`src/rtl/vector_lane_sequencer.sv`:
```
// Shared-ALU vector sequencer: one LANE_WIDTH lane per negedge
// for VADD/VMOV/VMOVI/VCOMPMOV/VCOMPMOVI, valid/ready both sides.
// Ports: I_CLOCK, I_RESET (async high); upstream I_Valid/O_Ready,
//  I_Opcode, I_VSrc1Value, I_VSrc2Value, I_VDestValue, I_Imm,
//  I_LaneSel; downstream O_Valid/I_Ready, O_VALUOut, O_Opcode;
//  status O_LaneIdx (next lane), O_Busy (RUN or DONE).
module vector_lane_sequencer #(
  parameter int LANE_WIDTH   = 16,
  parameter int NUM_LANES    = 4,
  parameter int LANE_IDX_W   = 2,
  parameter int OPCODE_WIDTH = 8,
  parameter logic [OPCODE_WIDTH-1:0] OP_VADD      = 8'h70,
  parameter logic [OPCODE_WIDTH-1:0] OP_VMOV      = 8'h71,
  parameter logic [OPCODE_WIDTH-1:0] OP_VMOVI     = 8'h72,
  parameter logic [OPCODE_WIDTH-1:0] OP_VCOMPMOV  = 8'h73,
  parameter logic [OPCODE_WIDTH-1:0] OP_VCOMPMOVI = 8'h74
) (
  input  logic                            I_CLOCK,
  input  logic                            I_RESET,
  input  logic                            I_Valid,
  output logic                            O_Ready,
  input  logic [OPCODE_WIDTH-1:0]         I_Opcode,
  input  logic [LANE_WIDTH*NUM_LANES-1:0] I_VSrc1Value,
  input  logic [LANE_WIDTH*NUM_LANES-1:0] I_VSrc2Value,
  input  logic [LANE_WIDTH*NUM_LANES-1:0] I_VDestValue,
  input  logic [LANE_WIDTH-1:0]           I_Imm,
  input  logic [LANE_IDX_W-1:0]           I_LaneSel,
  output logic                            O_Valid,
  input  logic                            I_Ready,
  output logic [LANE_WIDTH*NUM_LANES-1:0] O_VALUOut,
  output logic [OPCODE_WIDTH-1:0]         O_Opcode,
  output logic [LANE_IDX_W-1:0]           O_LaneIdx,
  output logic                            O_Busy
);

  localparam int VW = LANE_WIDTH * NUM_LANES;
  localparam logic [LANE_IDX_W-1:0] LAST =
    LANE_IDX_W'(NUM_LANES - 1);

  typedef enum logic [1:0] {
    IDLE = 2'd0,
    RUN  = 2'd1,
    DONE = 2'd2
  } state_t;

  state_t state_q;
  state_t state_d;

  logic [VW-1:0]         src1_q;
  logic [VW-1:0]         src2_q;
  logic [LANE_WIDTH-1:0] imm_q;
  logic                  single_q;

  logic                  accept;
  logic                  in_full;
  logic                  in_single;
  logic                  run_last;
  logic                  use_add;
  logic                  use_imm;
  logic [LANE_WIDTH-1:0] lane_a;
  logic [LANE_WIDTH-1:0] lane_b;
  logic [LANE_WIDTH-1:0] lane_res;

  assign in_full   = (I_Opcode == OP_VADD)
                   || (I_Opcode == OP_VMOV)
                   || (I_Opcode == OP_VMOVI);
  assign in_single = (I_Opcode == OP_VCOMPMOV)
                   || (I_Opcode == OP_VCOMPMOVI);
  assign accept    = I_Valid && O_Ready;
  assign run_last  = single_q || (O_LaneIdx == LAST);

  assign use_add = (O_Opcode == OP_VADD);
  assign use_imm = (O_Opcode == OP_VMOVI)
                 || (O_Opcode == OP_VCOMPMOVI);

  assign lane_a =
    src1_q[O_LaneIdx*LANE_WIDTH +: LANE_WIDTH];
  assign lane_b =
    src2_q[O_LaneIdx*LANE_WIDTH +: LANE_WIDTH];

  // lanes are independent: the sum is cut to LANE_WIDTH, no carry out
  always_comb begin
    lane_res = lane_a;
    if (use_imm)
      lane_res = imm_q;
    else if (use_add)
      lane_res = lane_a + lane_b;
  end

  always_ff @(negedge I_CLOCK or posedge I_RESET) begin
    if (I_RESET)
      state_q <= IDLE;
    else
      state_q <= state_d;
  end

  always_comb begin
    state_d = state_q;
    unique case (state_q)
      IDLE: begin
        if (accept)
          state_d = (in_full || in_single) ? RUN : DONE;
      end
      RUN: begin
        if (run_last)
          state_d = DONE;
      end
      DONE: begin
        if (I_Ready)
          state_d = IDLE;
      end
      default: state_d = IDLE;
    endcase
  end

  // O_Ready is masked by reset so nothing is taken while it is held
  always_comb begin
    O_Ready = (state_q == IDLE) && !I_RESET;
    O_Valid = (state_q == DONE);
    O_Busy  = (state_q == RUN) || (state_q == DONE);
  end

  always_ff @(negedge I_CLOCK or posedge I_RESET) begin
    if (I_RESET) begin
      src1_q    <= '0;
      src2_q    <= '0;
      imm_q     <= '0;
      single_q  <= 1'b0;
      O_VALUOut <= '0;
      O_Opcode  <= '0;
      O_LaneIdx <= '0;
    end else begin
      unique case (state_q)
        IDLE: begin
          if (accept) begin
            src1_q    <= I_VSrc1Value;
            src2_q    <= I_VSrc2Value;
            imm_q     <= I_Imm;
            single_q  <= in_single;
            O_VALUOut <= I_VDestValue;
            O_Opcode  <= I_Opcode;
            O_LaneIdx <= in_single ? I_LaneSel : '0;
          end
        end
        RUN: begin
          O_VALUOut[O_LaneIdx*LANE_WIDTH +: LANE_WIDTH]
            <= lane_res;
          if (!run_last)
            O_LaneIdx <= O_LaneIdx + 1'b1;
        end
        default: ;
      endcase
    end
  end

endmodule
```
`config.mk`:
```
export PLATFORM = sky130hd
export DESIGN_NAME = vector_lane_sequencer
export DESIGN_NICKNAME = d
export VERILOG_FILES = /design/src/rtl/vector_lane_sequencer.sv
export SDC_FILE = /design/constraint.sdc
export NUM_CORES = 1
export LEC_CHECK = 0
export ABC_CLOCK_PERIOD_IN_PS = 6750
export CAP_MARGIN = 20
export CORE_UTILIZATION = 44
export DETAILED_ROUTE_END_ITERATION = 10
export PLACE_DENSITY_LB_ADDON = 0.12
export SYNTH_ARGS = -nofsm -noshare
export SYNTH_HDL_FRONTEND = slang
export SYNTH_SLANG_ARGS = --single-unit
export TNS_END_PERCENT = 50
```
`constraint.sdc`:
```
create_clock -name I_CLOCK -period 6.75 [get_ports I_CLOCK]
set_input_delay 1.35 -clock I_CLOCK [delete_from_list [all_inputs] [get_ports I_CLOCK]]
set_output_delay 1.35 -clock I_CLOCK [all_outputs]
set_load 0.02 [all_outputs]
```
==> results.md <==
- DIE AREA: between 0.02 and 0.03 mm2
- Post-synth cell types: 72
- Crit. End Element: output port
- Final #Nets: around 1400
- H-tree Lvls: 1
- Final Hold Vio Count: 0
- Via count: 8503
- CTS tree: yes
- Crit path largest cell delay: ~0.6 ns
- Worst Path Arrival: about 5.3 ns
- DR pass1 iterations: 5
- Finished Layout Cells: 1531
- Number of diodes: 0
- Max Cap Viol: 0
- GRT Util Overall: 0.242
- Clk slew on worst S/H paths: about 0.040 ns
- Setup CP Type: reg -> out
- Routed Antenna Nets: 0
- Final setup fails: 0
- Main area contributors after synthesis: dfrtn_1 (50%), mux2_2 (16%), mux4_2 (4.7%), a21oi_1 (2.5%), ha_1 (2.5%)
- Seq/Total Area, Yosys: 0.499
- Stages on the worst setup path: 3
- Post-synthesis register bit count: between 200 and 250
- Starting Density: 0.451
- Fin. max-slew vios: 0
- Avg Inst Size Synth: ~12 um2
- Reg-to-reg slack, setup: roughly 2.5 ns
- CP startpoint kind: register
- Placement row count: 57
- Min-delay worst type: reg -> reg
- Buf/Inv on CP: 2
- DP Cell Count: between 1000 and 1500
- Critical path's slowest cell: clkdlybuf4s50_1
- Largest net degree at the start of global routing: 77
- Max VDD drop: 0.229 mV
- Total Wirelength: 31000 um
- Post-synthesis cell area: between 0.01 and 0.015 mm2
- Crit path max-delay family: buffers and inverters
- Worst hold margin: roughly 0.43 ns
- Initial antenna violation count: 2
- DP HPWL: 22900 um
- Drt wl/cell: 20.3 um
- Hold Path Depth: 2
- EDFF count, synth: 0
- Crit-path cells: inv_1 -> ha_1 -> clkdlybuf4s50_1
- CTS root buf: clkbuf_16
- First-pass GRT wire length: between 40000 and 50000 um
- Clock Latency Late Sink: roughly 0.53 ns
- P&R area growth vs syn: 38.6%
- Status: completed
- Final GP Congestion: 0.857
- # IOs: between 200 and 300
- Die Span Y: around 160 um
- GRT overflow: 0
- Leading area contributor after synthesis: dfrtn_1
- Yosys top cell area share: 0.499
- Initial drt markers: roughly 520
- CP max FO: 3
- Synth Instances: just under 900
- Mapped Nets: 1137
- Synth async-reset ratio: 1.00
- Resize count post-CTS: 1
- Critical Path RT: 5.40 ns
- Maximum root-to-sink buffer count: 3
- Layout cells sized above 1: 0.219
- Power Density: 506 mW/mm2
- Most common cell after layout, fill and taps aside: clkdlybuf4s50_1
- Fin util: 0.625
- Via-to-Cell Ratio: ~5.6
- Cts bufs inserted: 25
- Number of global-route vias before repair: slightly below 9000
- Worst-Margin Slew: between 0.7 and 0.8 ns
- RSZ-0062 raised after global routing: false
- FF-to-FF path depth: 10
- Worst relative slew slack: 0.517
- Post CTS Setup Buffer Count: 0
- Core Area: 0.0245 mm2
- Most frequent cells in the layout: clkdlybuf4s50_1 (297), dfrtn_1 (221), mux2_2 (156)
- Worst Skew: about 0.014 ns
- DRC errors left: 0
- Die W: about 160 um
- IO buf count: approximately 300
- Synth warn: 0
- Sinks on the clock net: 221
- Hold buffers post-CTS: 0
- Synth Flop Type: dfrtn_1
- Leak: around 6.4 nW
cells in the mapped netlist, types with 2 or more instances:
master	instances
a22oi_1	19
a311oi_1	3
a2bb2oi_1	2
o221ai_1	4
nor3_1	6
buf_2	14
nand3b_1	2
xor2_1	5
a221oi_1	4
nand3_1	6
dfrtn_1	221
inv_1	9
nand4b_1	2
a31oi_1	3
nor2b_1	9
a21oi_1	55
o211ai_1	10
o21ai_1	6
nor2_1	19
o31ai_1	17
mux4_1	9
o21ai_0	50
buf_6	5
and4_1	3
o22ai_1	3
or2_2	5
ha_1	22
a21o_1	6
mux2_2	156
nor4_1	2
mux4_2	23
nand2b_1	8
and2_1	3
mux2i_1	4
nand2_1	63
xnor2_1	4
or3_4	2
a32oi_1	14
clkbuf_1	30
and3_1	32
area by class of cell:
type,count,area [um2]
fill,2028,9190
sequential,221,5530
multi-input combinational,609,5250
timing repair buffer,322,3250
clock buffer,33,696
tap,324,405
clock inverter,12,171
inverter,10,41.3
through the flow:
| stage | power (mW) | setup TNS, ns | cell area (um2) | worst slack (ns) |
|---|---|---|---|---|
| after floorplan | 4.95 | -159.22 | 11100 | -0.720 |
| after global routing | 8.26 | 0 | 15300 | 0.0762 |
| after CTS | 7.81 | 0 | 15300 | 0.122 |
| final | 7.76 | 0 | 15300 | 0.136 |
| after global placement | 6.28 | 0 | 14500 | 0.182 |
| after detailed placement | 6.36 | 0 | 14500 | 0.131 |
path summary, 6_finish.rpt:
path	start	to
min in group asynchronous	I_RESET	O_VALUOut[7]
max reg2reg	O_LaneIdx[0]	O_VALUOut[10]
min	O_VALUOut[48]	O_VALUOut[48]
min reg2reg	O_VALUOut[48]	O_VALUOut[48]
max	state_q[1]	O_Busy
max in group asynchronous	I_RESET	src2_q[50]
layer usage:
| layer | vias up | GRT usage | share of wire |
|---|---|---|---|
| met5 | - | 0 | 0.00042 |
| met4 | 2 | 0.0515 | 0.017 |
| met3 | 36 | 0.0545 | 0.070 |
| met2 | 319 | 0.396 | 0.47 |
| met1 | 4171 | 0.328 | 0.45 |
| li1 | 3975 | - | - |
flip-flops by register name (all words and copies together), names as in the netlist:
signal	count
src1_q	64
O_VALUOut	64
O_LaneIdx	2
imm_q	16
O_Opcode	8
src2_q	64
state_q	2
single_q	1
report_power, final:
part | leakage (nW) | internal [mW] | switching (mW)
Sequential | 2.65 | 2.05 | 0.351
Clock | 0.419 | 0.877 | 0.547
Combinational | 3.37 | 1.90 | 2.04
Total | 6.44 | 4.82 | 2.94
logic make-up after synthesis:
kind of cell,Yosys count,share of synthesized area
flip-flops,221,0.499
AO/OA/AOI/OAI,212,0.124
multiplexers,193,0.232
AND/OR/NAND/NOR,172,0.0840
buffers and inverters,62,0.0273
adder cells (fa/ha/maj),23,0.0267
XOR/XNOR,9,0.00712
worst min-delay path, delay by kind of cell (launching register included):
kind / cells / cell delay, ns
flops: 1 / 0.40
compound gates: 1 / 0.06
simple gates: 1 / 0.04
Power figures use the tool's default switching activity.
